### config.mk
export PLATFORM = sky130hd
export DESIGN_NAME = riot_uart_tx
export DESIGN_NICKNAME = d
export VERILOG_FILES = /design/src/rtl/riot_uart_tx.sv
export SDC_FILE = /design/constraint.sdc
export NUM_CORES = 1
export LEC_CHECK = 0
export BUFFER_PORTS_ARGS = -buffer_cell sky130_fd_sc_hd__buf_2
export CAP_MARGIN = 20
export CORE_MARGIN = 1
export CORE_UTILIZATION = 35
export DETAILED_ROUTE_END_ITERATION = 6
export SLEW_MARGIN = 20
export SYNTH_ARGS = -nofsm -noshare
export SYNTH_HDL_FRONTEND = slang
export SYNTH_SLANG_ARGS = --single-unit
export TNS_END_PERCENT = 100
### constraint.sdc
create_clock -name clk -period 5.2 [get_ports clk]
set_input_delay 1.04 -clock clk [delete_from_list [all_inputs] [get_ports clk]]
set_output_delay 1.04 -clock clk [all_outputs]
set_load 0.05 [all_outputs]
### src/rtl/riot_uart_tx.sv
// riot_uart_tx: buffered UART transmitter, valid/ready byte input, FIFO queue, LSB-first 8N1 output.
// Define RIOT_UART_PARITY_EN to insert one even-parity bit after the data bits (8E1 framing).
module riot_uart_tx #(
    parameter int CLKS_PER_BIT = 234,
    parameter int FIFO_DEPTH   = 4
) (
    input  logic       clk,
    input  logic       reset_n,
    input  logic [7:0] tx_data,
    input  logic       tx_valid,
    output logic       tx_ready,
    output logic       uart_tx,
    output logic       busy
);
    localparam int ADDR_W = $clog2(FIFO_DEPTH);
    localparam int PTR_W  = ADDR_W + 1;
    localparam int CNT_W  = $clog2(CLKS_PER_BIT);
    localparam logic [CNT_W-1:0] CNT_LAST = CNT_W'(CLKS_PER_BIT - 1);

    localparam logic [2:0] S_IDLE  = 3'd0;
    localparam logic [2:0] S_START = 3'd1;
    localparam logic [2:0] S_DATA  = 3'd2;
    localparam logic [2:0] S_STOP  = 3'd3;
`ifdef RIOT_UART_PARITY_EN
    localparam logic [2:0] S_PARITY = 3'd4;
`endif

    logic [7:0]       mem [FIFO_DEPTH];
    logic [PTR_W-1:0] wr_ptr;
    logic [PTR_W-1:0] rd_ptr;
    logic [7:0]       head;
    logic             fifo_full;
    logic             fifo_empty;
    logic             push;
    logic             pop;
    logic             bit_done;

    logic [2:0]       state;
    logic [CNT_W-1:0] clk_cnt;
    logic [2:0]       bit_cnt;
    logic [7:0]       shift;

    // Extra pointer MSB distinguishes full from empty when the address bits match.
    assign fifo_empty = (wr_ptr == rd_ptr);
    assign fifo_full  = (wr_ptr[PTR_W-1] != rd_ptr[PTR_W-1]) &&
                        (wr_ptr[ADDR_W-1:0] == rd_ptr[ADDR_W-1:0]);
    assign head       = mem[rd_ptr[ADDR_W-1:0]];

    assign tx_ready = !fifo_full;
    assign push     = tx_valid && tx_ready;
    assign bit_done = (clk_cnt == CNT_LAST);
    assign pop      = !fifo_empty && ((state == S_IDLE) || ((state == S_STOP) && bit_done));
    assign busy     = (state != S_IDLE) || !fifo_empty;

    // NOTE: FIFO storage is deliberately not reset; the pointers alone decide which entries are valid.
    always_ff @(posedge clk) begin
        if (push) begin
            mem[wr_ptr[ADDR_W-1:0]] <= tx_data;
        end
    end

    always_ff @(posedge clk) begin
        if (!reset_n) begin
            wr_ptr <= '0;
            rd_ptr <= '0;
        end else begin
            if (push) wr_ptr <= wr_ptr + 1'b1;
            if (pop)  rd_ptr <= rd_ptr + 1'b1;
        end
    end

`ifdef RIOT_UART_PARITY_EN
    logic parity;

    always_ff @(posedge clk) begin
        if (!reset_n) begin
            parity <= 1'b0;
        end else if (pop) begin
            parity <= ^head;
        end
    end
`endif

    always_ff @(posedge clk) begin
        if (!reset_n) begin
            state   <= S_IDLE;
            clk_cnt <= '0;
            bit_cnt <= '0;
            shift   <= '0;
            uart_tx <= 1'b1;
        end else begin
            case (state)
                S_IDLE: begin
                    if (pop) begin
                        shift   <= head;
                        uart_tx <= 1'b0;
                        clk_cnt <= '0;
                        state   <= S_START;
                    end
                end
                S_START: begin
                    if (bit_done) begin
                        clk_cnt <= '0;
                        uart_tx <= shift[0];
                        shift   <= {1'b0, shift[7:1]};
                        bit_cnt <= '0;
                        state   <= S_DATA;
                    end else begin
                        clk_cnt <= clk_cnt + 1'b1;
                    end
                end
                S_DATA: begin
                    if (bit_done) begin
                        clk_cnt <= '0;
                        if (bit_cnt == 3'd7) begin
`ifdef RIOT_UART_PARITY_EN
                            uart_tx <= parity;
                            state   <= S_PARITY;
`else
                            uart_tx <= 1'b1;
                            state   <= S_STOP;
`endif
                        end else begin
                            uart_tx <= shift[0];
                            shift   <= {1'b0, shift[7:1]};
                            bit_cnt <= bit_cnt + 1'b1;
                        end
                    end else begin
                        clk_cnt <= clk_cnt + 1'b1;
                    end
                end
`ifdef RIOT_UART_PARITY_EN
                S_PARITY: begin
                    if (bit_done) begin
                        clk_cnt <= '0;
                        uart_tx <= 1'b1;
                        state   <= S_STOP;
                    end else begin
                        clk_cnt <= clk_cnt + 1'b1;
                    end
                end
`endif
                S_STOP: begin
                    if (bit_done) begin
                        clk_cnt <= '0;
                        // Back-to-back: next start bit follows the stop bit with no idle gap.
                        if (pop) begin
                            shift   <= head;
                            uart_tx <= 1'b0;
                            state   <= S_START;
                        end else begin
                            state   <= S_IDLE;
                        end
                    end else begin
                        clk_cnt <= clk_cnt + 1'b1;
                    end
                end
                default: begin
                    state   <= S_IDLE;
                    uart_tx <= 1'b1;
                end
            endcase
        end
    end
endmodule
==> summary.txt <==
Finish
  • Non-filler cells, final: about 360
  • Syn-to-layout area delta: 12.4%
  • Final instance area: roughly 3300 sq um
  • Ant diodes: 0
  • Fin nets: around 280
  • Layout cells sized above 1: 19.5%

Logic synthesis
  • Post-Syn Area: 2890 sq um
  • EDFF count, synth: 32
  • Share of the synthesized area in the top cell type: ~33%
  • Cells after synthesis: around 240
  • Post-synth ARST share: 0%
  • YS warnings: 0
  • Post-Syn Nets: ~260
  • Flop and latch count out of synthesis: 62
  • List of most frequent post-synthesis cells: edfxtp_1, dfxtp_1, nand2_1, nand3_1, ha_1
  • Synth area leader: edfxtp_1
  • Ranking of synthesized cells by area: edfxtp_1, dfxtp_1, mux4_2
  • Seq/Total Area, Yosys: between 50 and 60%
  • Cell variety after synth: 45
  • Synth Area per Inst: roughly 12 sq um
  • Top-count cell post-synth: edfxtp_1
  • Most used DFF post-synth: edfxtp_1

Drt
  • Avg Vias per Cell: roughly 5
  • Routed WL per cell: roughly 15 um
  • DRT Pass-1 Iters: 4
  • Final ANT Viol Nets: 0
  • Total Wirelength: approximately 5200 um
  • DRC: 0
  • Routed vias: 1,841
  • Initial drt markers: 77

Place
  • Placed cell count: around 340
  • Port Buf Inserts: 13
  • Final Wtd Congestion: about 0.74
  • Pre-CTS setup slack: between 2 and 3 ns
  • Area of placed instances: between 3000 and 4000 sq um
  • DP HPWL: 3480 um

STA
  • Worst Skew: around 0.0084 ns
  • Minimum clock period: roughly 2.8 ns
  • Final hold violations: 0
  • Slew HR: 63.0%
  • FMAX: 356 MHz
  • Worst-margin pin slew: ~0.55 ns
  • TNS Setup: 0 ns
  • Crit share post-route: between 50 and 60%
  • # setup viols final: 0
  • Max-slew violation count: 0
  • RSZ-0062 raised after global routing: no
  • Min setup slack post-route: roughly 2.4 ns

Setup path
  • RR Endpoint: uart_tx$_SDFFE_PN1P_
  • Crit path launch: state[0]$_SDFFE_PN0P_
  • Setup crit start kind: flop
  • Slowest stage delay, CP: between 0.3 and 0.4 ns
  • Worst Path Arrival: between 1.5 and 2 ns
  • Critical Path Slowest Stage Cell: ha_1
  • R2R setup slack: around 3 ns
  • CP endpoint kind: output pin
  • Crit-path max FO: 12
  • Crit-path cells: inv_1, ha_1, nand4_2, buf_2
  • R2R cell count: 5
  • Worst setup path end: busy
  • Worst setup path category: reg2out
  • R2R Path Start: state[0]$_SDFFE_PN0P_
  • Worst path required time: approximately 4.2 ns

Min path
  • Hold path startpoint: shift[3]$_SDFFE_PN0P_
  • Hold Crit Class: reg2reg

Power
  • Pwr Total: roughly 1.7 mW
  • Leakage power: 1.21 nW
  • Max VDD drop: between 0.2 and 0.25 mV
  • P per Cell Area: 512 nW/um^2

Clocking
  • H-tree depth: 3
  • Reg clk slew, reported paths: ~0.07 ns
  • Clock buffer count from CTS: 9
  • Post-CTS Setup Bufs: 0
  • # resized after CTS: 0
  • Hold Buf Count CTS: 0
  • Sink Count: 62
  • CTS Root Cell: clkbuf_8
  • Clock insertion delay at the later pin of the skew report: 0.34 ns
  • Clk buf depth: 2
  • TritonCTS clock tree: done

Run status
  • Status: complete, no violations

Global route
  • M3 GR Usage: around 3.4%
  • Initial antenna violation count: 0
  • Met2 Track Usage GR: between 10% and 20%
  • Gr usage total: approximately an eighth
  • Grt peak-use layer: met2
  • Vias in the first global route: 1,693
  • Largest net degree at the start of global routing: 32
  • Met1 Resource Use GR: roughly 18%
  • First-pass GRT wire length: approximately 8400 um
  • Grt total ovfl: 0

Floorplanning
  • Total I/O pin count: 14
  • Die height: between 90 and 100 um
  • DIE AREA: around 8600 sq um
  • Die X-Extent: slightly above 90 um
  • Starting Density: a little under two fifths
  • Core area: 7850 sq um
  • FP Rows: 32

Run
  • Max-cap viol count: 0
## through the flow
step | hold slack, ns | util (%)
6_report | 0.461 | 41.4
3_5_place_dp | 0.453 | 38.9
3_3_place_gp | 0.443 | 38.9
2_1_floorplan | 0.435 | -
4_1_cts | 0.464 | 41.4
5_1_grt | 0.497 | 41.4
## layout by cell type, fill, tap and decap left out, drive strengths merged, types with 2 or more instances in the layout
cell / count
edfxtp: 32
a31oi: 3
nand2b: 5
or3: 2
inv: 7
nor3: 5
clkinv: 4
nand4: 3
nand3b: 2
xor2: 3
clkbuf: 10
mux2i: 12
a21oi: 9
mux2: 9
o211a: 2
xnor2: 4
and2: 4
dfxtp: 30
mux4: 8
and3: 2
buf: 13
nor2: 8
o21ai: 9
ha: 13
nand3: 14
nand2: 25
## where the power goes
group	internal, mW	switching (mW)
Clock	0.225	0.200
Sequential	0.574	0.0533
Combinational	0.278	0.336
## worst min path at each step
stage / to / slack (ns) / depth (start not counted)
after floorplan: shift[1]$_SDFFE_PN0P_ / 0.43 / 2
after global placement: shift[7]$_SDFFE_PN0P_ / 0.44 / 2
after detailed placement: shift[6]$_SDFFE_PN0P_ / 0.45 / 2
after CTS: shift[5]$_SDFFE_PN0P_ / 0.46 / 2
after global routing: shift[3]$_SDFFE_PN0P_ / 0.50 / 2
final: shift[3]$_SDFFE_PN0P_ / 0.46 / 2
## critical path: cells and delay by family, from the launching register on
family / cells / cell delay (ns)
fa+ha+maj: 1 / 0.38
buf+inv: 2 / 0.40
flops: 1 / 0.34
simple gates: 1 / 0.30
## registers in the layout, summed over array words and instances (netlist names), named ones only
register and flops:
mem 32, clk_cnt 8, shift 8, bit_cnt 3
rd_ptr 3, wr_ptr 3, state 2, uart_tx 1
## cells by family after synthesis
group | count (synthesis) | share of synthesized area, %
AO/OA/AOI/OAI | 35 | 8.17
multiplexers | 29 | 13.9
XOR/XNOR | 7 | 2.12
adder cells (fa/ha/maj) | 13 | 5.62
flip-flops | 62 | 54.0
buffers and inverters | 16 | 2.12
AND/OR/NAND/NOR | 75 | 14.1
## layout make-up
type	instances	area, sq um
clock buffer	10	128
inverter	7	26.3
sequential	62	1560
tap	102	128
multi-input combinational	159	1270
timing repair buffer	13	65.1
clock inverter	6	72.6
fill	770	4600
## routing by layer
layer	up-vias	wire length [um]	share of wire, %
met1	874	2510	48
li1	913	-	-
met5	-	0	0
met4	0	90	1.7
met2	45	2430	46
met3	9	203	3.9
Power figures use the tool's default switching activity.
